### config.mk
export PLATFORM = sky130hd
export DESIGN_NAME = cache_bank_arbiter
export DESIGN_NICKNAME = d
export VERILOG_FILES = /design/src/rtl/cache_bank_arbiter.sv
export SDC_FILE = /design/constraint.sdc
export NUM_CORES = 1
export LEC_CHECK = 0
export ABC_CLOCK_PERIOD_IN_PS = 2800
export CELL_PAD_IN_SITES_DETAIL_PLACEMENT = 0
export CELL_PAD_IN_SITES_GLOBAL_PLACEMENT = 2
export CORE_AREA = 2 2 376 378
export CTS_CLUSTER_DIAMETER = 30
export CTS_CLUSTER_SIZE = 20
export DETAILED_ROUTE_END_ITERATION = 8
export DIE_AREA = 0 0 378 380
export PLACE_DENSITY_LB_ADDON = 0.1
export SYNTH_ARGS = -nofsm -noshare
export SYNTH_HDL_FRONTEND = slang
export SYNTH_SLANG_ARGS = --single-unit
### constraint.sdc
create_clock -name clk -period 2.8 [get_ports clk]
set_clock_uncertainty 0.15 [all_clocks]
set_input_delay 0.42 -clock clk [delete_from_list [all_inputs] [get_ports clk]]
set_output_delay 0.42 -clock clk [all_outputs]
set_load 0.03 [all_outputs]
### src/rtl/cache_bank_arbiter.sv
// Two-port (fill/core) arbiter with a one-entry registered stage toward a cache bank.
// Optional perf counters: define CACHE_BANK_ARB_PERF_EN.
module cache_bank_arbiter #(
  parameter int PAYLOAD_W    = 315,
  parameter int STARVE_LIMIT = 4,
  parameter int CNT_W        = 4
) (
  input  logic                 clk,
  input  logic                 rst,
  input  logic                 f_valid,
  input  logic [PAYLOAD_W-1:0] f_payload,
  output logic                 f_ready,
  input  logic                 c_valid,
  input  logic [PAYLOAD_W-1:0] c_payload,
  output logic                 c_ready,
  output logic                 bank_valid,
  output logic [PAYLOAD_W-1:0] bank_payload,
  output logic                 bank_fromBUS,
  input  logic                 bank_ready,
  output logic                 starve_active
`ifdef CACHE_BANK_ARB_PERF_EN
  ,
  output logic [15:0]          perf_f_grants,
  output logic [15:0]          perf_c_grants,
  output logic [15:0]          perf_stall_cycles
`endif
);

  localparam logic [CNT_W-1:0] LIMIT = CNT_W'(STARVE_LIMIT);

  logic                 valid_q, valid_d;
  logic [PAYLOAD_W-1:0] payload_q, payload_d;
  logic                 frombus_q, frombus_d;
  logic [CNT_W-1:0]     cnt_q, cnt_d;
  logic                 load, starve, grant_f, grant_c;

  always_comb begin
    load      = !valid_q || bank_ready;
    starve    = (cnt_q == LIMIT);
    // Fills win unless the core port has waited out its allowance.
    grant_f   = f_valid && !(c_valid && starve);
    grant_c   = c_valid && !grant_f;
    f_ready   = !rst && load && grant_f;
    c_ready   = !rst && load && grant_c;

    valid_d   = valid_q;
    payload_d = payload_q;
    frombus_d = frombus_q;
    cnt_d     = cnt_q;

    if (f_ready || c_ready) begin
      valid_d   = 1'b1;
      payload_d = f_ready ? f_payload : c_payload;
      frombus_d = f_ready;
    end else if (load) begin
      valid_d   = 1'b0;
    end

    if (!c_valid || c_ready) begin
      cnt_d = '0;
    end else if (f_ready && (cnt_q != LIMIT)) begin
      cnt_d = cnt_q + 1'b1;
    end
  end

  always_ff @(posedge clk) begin
    if (rst) begin
      valid_q   <= 1'b0;
      payload_q <= '0;
      frombus_q <= 1'b0;
      cnt_q     <= '0;
    end else begin
      valid_q   <= valid_d;
      payload_q <= payload_d;
      frombus_q <= frombus_d;
      cnt_q     <= cnt_d;
    end
  end

  assign bank_valid    = valid_q;
  assign bank_payload  = payload_q;
  assign bank_fromBUS  = frombus_q;
  assign starve_active = starve;

`ifdef CACHE_BANK_ARB_PERF_EN
  logic [15:0] pf_q, pc_q, ps_q;

  always_ff @(posedge clk) begin
    if (rst) begin
      pf_q <= '0;
      pc_q <= '0;
      ps_q <= '0;
    end else begin
      if (f_ready && (pf_q != 16'hFFFF)) pf_q <= pf_q + 16'd1;
      if (c_ready && (pc_q != 16'hFFFF)) pc_q <= pc_q + 16'd1;
      if (valid_q && !bank_ready && (ps_q != 16'hFFFF)) ps_q <= ps_q + 16'd1;
    end
  end

  assign perf_f_grants     = pf_q;
  assign perf_c_grants     = pc_q;
  assign perf_stall_cycles = ps_q;
`endif

endmodule

# Word-level counts from Yosys, hierarchy flattened
# Index checks and enable logic that the tools add are counted.
# classes
n_addsub,1
mul,0
div_mod_pow,0
magnitude_cmp,0
eq_ne,2
shift,0
muxes,3
bitwise,0
n_reduce_logical,17
# op_table
operator,n
2-to-1 mux 315 bit,1
logical AND 1 bit,7
logical NOT 1 bit,5
adder 4 x 1 -> 4 bit (second input constant),1
== test 4 x 3 -> 1 bit (second input constant),1
!= test 4 x 3 -> 1 bit (second input constant),1
logical OR 1 bit,3
2-to-1 mux 1 bit,2
nonzero test 2 bit,1
OR reduction 2 bit,1
# totals
register_bits,321
latch_bits,0
ram_bits,0
mem_bits_ro,0
input_bits,635
output_inout_bits,320
elab_cells,27
n_memories,0

# Longest topological paths before layout
# Gate-level depths: netlist (run 1).
# depth
depth_word,9
depth_mapped,9
depth_no_buf,6

# Worst setup path before layout (run 1)
# OpenSTA, ideal clock, no wires.
# synth_path
path_kind,in2out
start,in bank_ready
end,out c_ready
arrival_ns,1.483
slack_ns,0.747
cell_stages,5
path_buffers,2
cell_sequence,nand2b_1 > nand2_1 > buf_2 > buf_1 > nor2_1
# synth_between
elab_chain_len,3
# synth_rtl
element,line_no,rtl
from (decl),19,"input logic bank_ready,"
logical OR 1 bit,38,load = !valid_q || bank_ready;
logical AND 1 bit (2 in series),44,c_ready = !rst && load && grant_c;
to (decl),15,"output logic c_ready,"
# Every way passes these cells.

# Final worst setup path (run 1)
# layout_path
start,reg cnt_q[0]
end,out c_ready
# layout_between
elab_chain_len,7
# layout_rtl
element,line_no,rtl
from (decl),34,"logic [CNT_W-1:0] cnt_q, cnt_d;"
from (signal assigned),76,cnt_q <= cnt_d;
== test 4 x 3 -> 1 bit,39,starve = (cnt_q == LIMIT);
logical AND 1 bit,41,grant_f = f_valid && !(c_valid && starve);
logical NOT 1 bit,41,
logical AND 1 bit,41,
logical NOT 1 bit,42,grant_c = c_valid && !grant_f;
logical AND 1 bit,42,
logical AND 1 bit,44,
# Every way passes these cells.

==> results of run 1 <==
-- metrics by stage --
step	setup slack [ns]	cell area [µm²]	cells	power, mW
6_report	0.1651	30860	4805	24.63
3_3_place_gp	0.1962	25860	4519	9.076
2_1_floorplan	0.7473	13790	1790	6.780
3_5_place_dp	0.1574	25860	4519	9.068
5_1_grt	0.01916	30850	4802	25.69
4_1_cts	0.07186	30830	4792	25.16
-- layout by cell type (no fill, tap or decap), types with 2 or more instances in the layout --
| master | n |
|---|---|
| nand2_1 | 631 |
| clkbuf_8 | 36 |
| inv_1 | 5 |
| a311oi_1 | 315 |
| diode_2 | 13 |
| clkinv_16 | 2 |
| inv_6 | 3 |
| inv_16 | 3 |
| clkbuf_1 | 64 |
| clkdlybuf4s50_1 | 950 |
| nand2b_1 | 2 |
| mux2i_1 | 2 |
| clkbuf_16 | 162 |
| buf_12 | 35 |
| buf_4 | 41 |
| ha_1 | 2 |
| nor2_1 | 320 |
| dfxtp_1 | 321 |
| o21ai_0 | 2 |
| nand3_1 | 2 |
-- power by group through the flow --
stage               clock network [mW]  registers [mW]  logic [mW]
floorplan                            0            5.95       0.830
global placement                     0            5.25        3.82
detailed placement                   0            5.26        3.81
CTS                               16.1            5.20        3.83
global route                      16.5            5.24        4.00
finish                            15.7            5.19        3.75
-- final cells by class --
type | instances | area [µm²] | share of cell area
inverters | 5 | 18.77 | 0.0006081
diodes | 13 | 32.53 | 0.001054
flip-flops and latches | 321 | 6426 | 0.2082
clock inverters | 10 | 167.7 | 0.005433
repair buffers | 1029 | 10550 | 0.3419
clock buffers | 262 | 4790 | 0.1552
well taps | 1876 | 2347 | 0.07606
multi-input cells | 1289 | 6529 | 0.2115
-- logic make-up after synthesis --
kind of cell,share of synthesized area
buf+inv,0.06215
simple gates,0.2653
compound gates,0.2021
mux,0.001452
fa+ha+maj,0.001814
flops,0.4660
xor+xnor,0.001270
-- registers in the layout (all words and copies together) (netlist names) --
signal        flops
bank_fromBUS      1
bank_payload    315
bank_valid        1
cnt_q             4
-- per-layer routing --
layer  share of wire  up-vias  track usage  routed length (µm)
met2            0.52      737       0.2497               52900
met3           0.096      219      0.06269                9809
li1                -     8344            -                   -
met1            0.35     8289       0.1353               36090
met4           0.030       42      0.05312                3043
met5          0.0027        -            0                 276
-- what timing repair did --
action | in CTS | in global routing
endpoints found under the hold margin | 11 | 0
resized for setup | 2 | 0
setup endpoints to repair | 2 | 0
hold buffers | 1 | 0
-- how the worst max path moves through the flow --
stage                        end  slack (ns)  cells after the start
5_1_grt                  c_ready        0.02                      6
2_1_floorplan            c_ready        0.75                      5
6_report                 c_ready        0.17                      6
3_3_place_gp   bank_payload[234]        0.20                      6
3_5_place_dp   bank_payload[298]        0.16                      7
4_1_cts         bank_payload[31]        0.07                      1
-- critical path: stages, from the launching register on --
cell and delay (ns):
dfxtp_1 0.31, inv_1 0.09, ha_1 0.20, nand3b_4 0.13
and2_1 0.21, nor2_2 0.23, buf_12 0.17
==> flow_summary.yaml, run 1 <==
worst_hold_path:
  worst_hold_path.endpoint: "bank_payload[264]"
  hold_depth: 3
  holdCritStartpoint: "c_payload[264]"
  hold_path_class: "in -> reg"
setup_path:
  end_kind: "output port"
  ff2ff_path_depth: 7
  cp.arrival_ns: 2.06
  crit_start: "cnt_q[0]"
  cp_max_fo: 6
  start_kind: "flip-flop"
  r2r_end: "bank_payload[186]"
  crit_required_ns: 2.23
  rrSetupSlack_ns: 0.45
  r2r-start: "cnt_q[0]"
  crit_type: "reg -> out"
clocking:
  clockBufferDepth: 3
  cts_buffers: 158
  cts.clk_slew.worst_paths_ns: 0.03
  clkLatencyLatePin_ns: 0.71
  root_buffer: "clkbuf_16"
  postCtsSetupRepairBufs: 0
  cts_tree: "built"
  h-tree-depth: 4
  clock-sinks: 321
synth:
  yosysMostFrequentCell: "nand2_1"
  async_flop_share: 0
  synth_edf_count: 0
  synth-seq-cells: 321
  yosys_warnings: 0
  synth_top_area_frac: 0.4660
  synthCells: 1790
  ys_top_cells_by_area: "dfxtp_1 47%, a311oi_1 20%, nand2_1 17%"
  synth_cell_type_count: 25
  synthesis.nets: 2427
  ys_seq_area_frac: 0.4660
  synth_commonest_cells: "632 x nand2_1, 321 x dfxtp_1, 321 x nor2_1, 315 x a311oi_1, 112 x buf_2"
  synth_top_area_cell: "dfxtp_1"
  mappedNetlistArea_um2: 13790
  syn_avg_cell_area_um2: 7.704
  ys.flop_type: "dfxtp_1"
sta:
  rsz0062_at_grt: "no"
  clock.fmax_mhz: 379.5
  tns_ns: 0
  relSlewSlack: 0.1702
  finalCritPeriodShare: 0.9410
  drv_slew: 0
  holdWs_ns: 0.1219
  min_period_ns: 2.635
  tightestPinTransition_ns: 1.245
  setup_viol: 0
  hold_viol: 0
power:
  p_leak_nw: 11.14
  clockPowerShare: 0.637
  cellPowerDensity_nw_per_um2: 798.0
  seq_power_share: 0.211
  switching_share: 0.2640
  p_sw_mw: 6.502
  p_int_mw: 18.13
  share_comb_of_total_power: 0.152
  vdd_drop_max_mv: 0.3869
drt:
  drt_iter0_drc: 621
  viasPerCell: 3.669
  ant_nets: 0
  dr.pass1.iters: 4
  wl_um: 102100
  wl_per_cell_um: 21.25
  vias: 17630
  drc: 0
grt:
  grt_max_degree: 163
  grt_pass1_wl_um: 142200
  grt_overflow: 0
  antenna_found_initial: 37
  grt_pass1_vias: 19070
  grt_usage: 0.1377
floorplan:
  top_level_ports: 955
  die_x_um: 378
  fp-row-count: 137
  dieHeight_um: 380
  core_um2: 139200
  design.die.area_um2: 143600
  start_util: 0.09908
cells_and_area:
  utilization: 0.2217
  fillerInstances: 15300
  nNetsFinal: 3441
  area_delta_synth_final_pct: 123.8
  drive_above_1_share: 0.09945
place:
  dpl.hpwl_um: 77090
  gp_routability_congestion: 0.7922
  port_buffers: 954
outcome:
  status: "finished, final reports clean"
flow_run:
  cap_violations: 0
(Power assumes the default switching activity.)
==> run 2, diff against run 1 <==
ABC_CLOCK_PERIOD_IN_PS = not set   (was 2800)
CAP_MARGIN = 25   (was not set)
==> results of run 2 <==
No change in the layout: final DEF, timing and power equal those of run 1.
==> run 3, diff against run 2 <==
HOLD_SLACK_MARGIN = 0.03   (was not set)
==> results of run 3 <==
No change in the layout: final DEF, timing and power equal those of run 1.
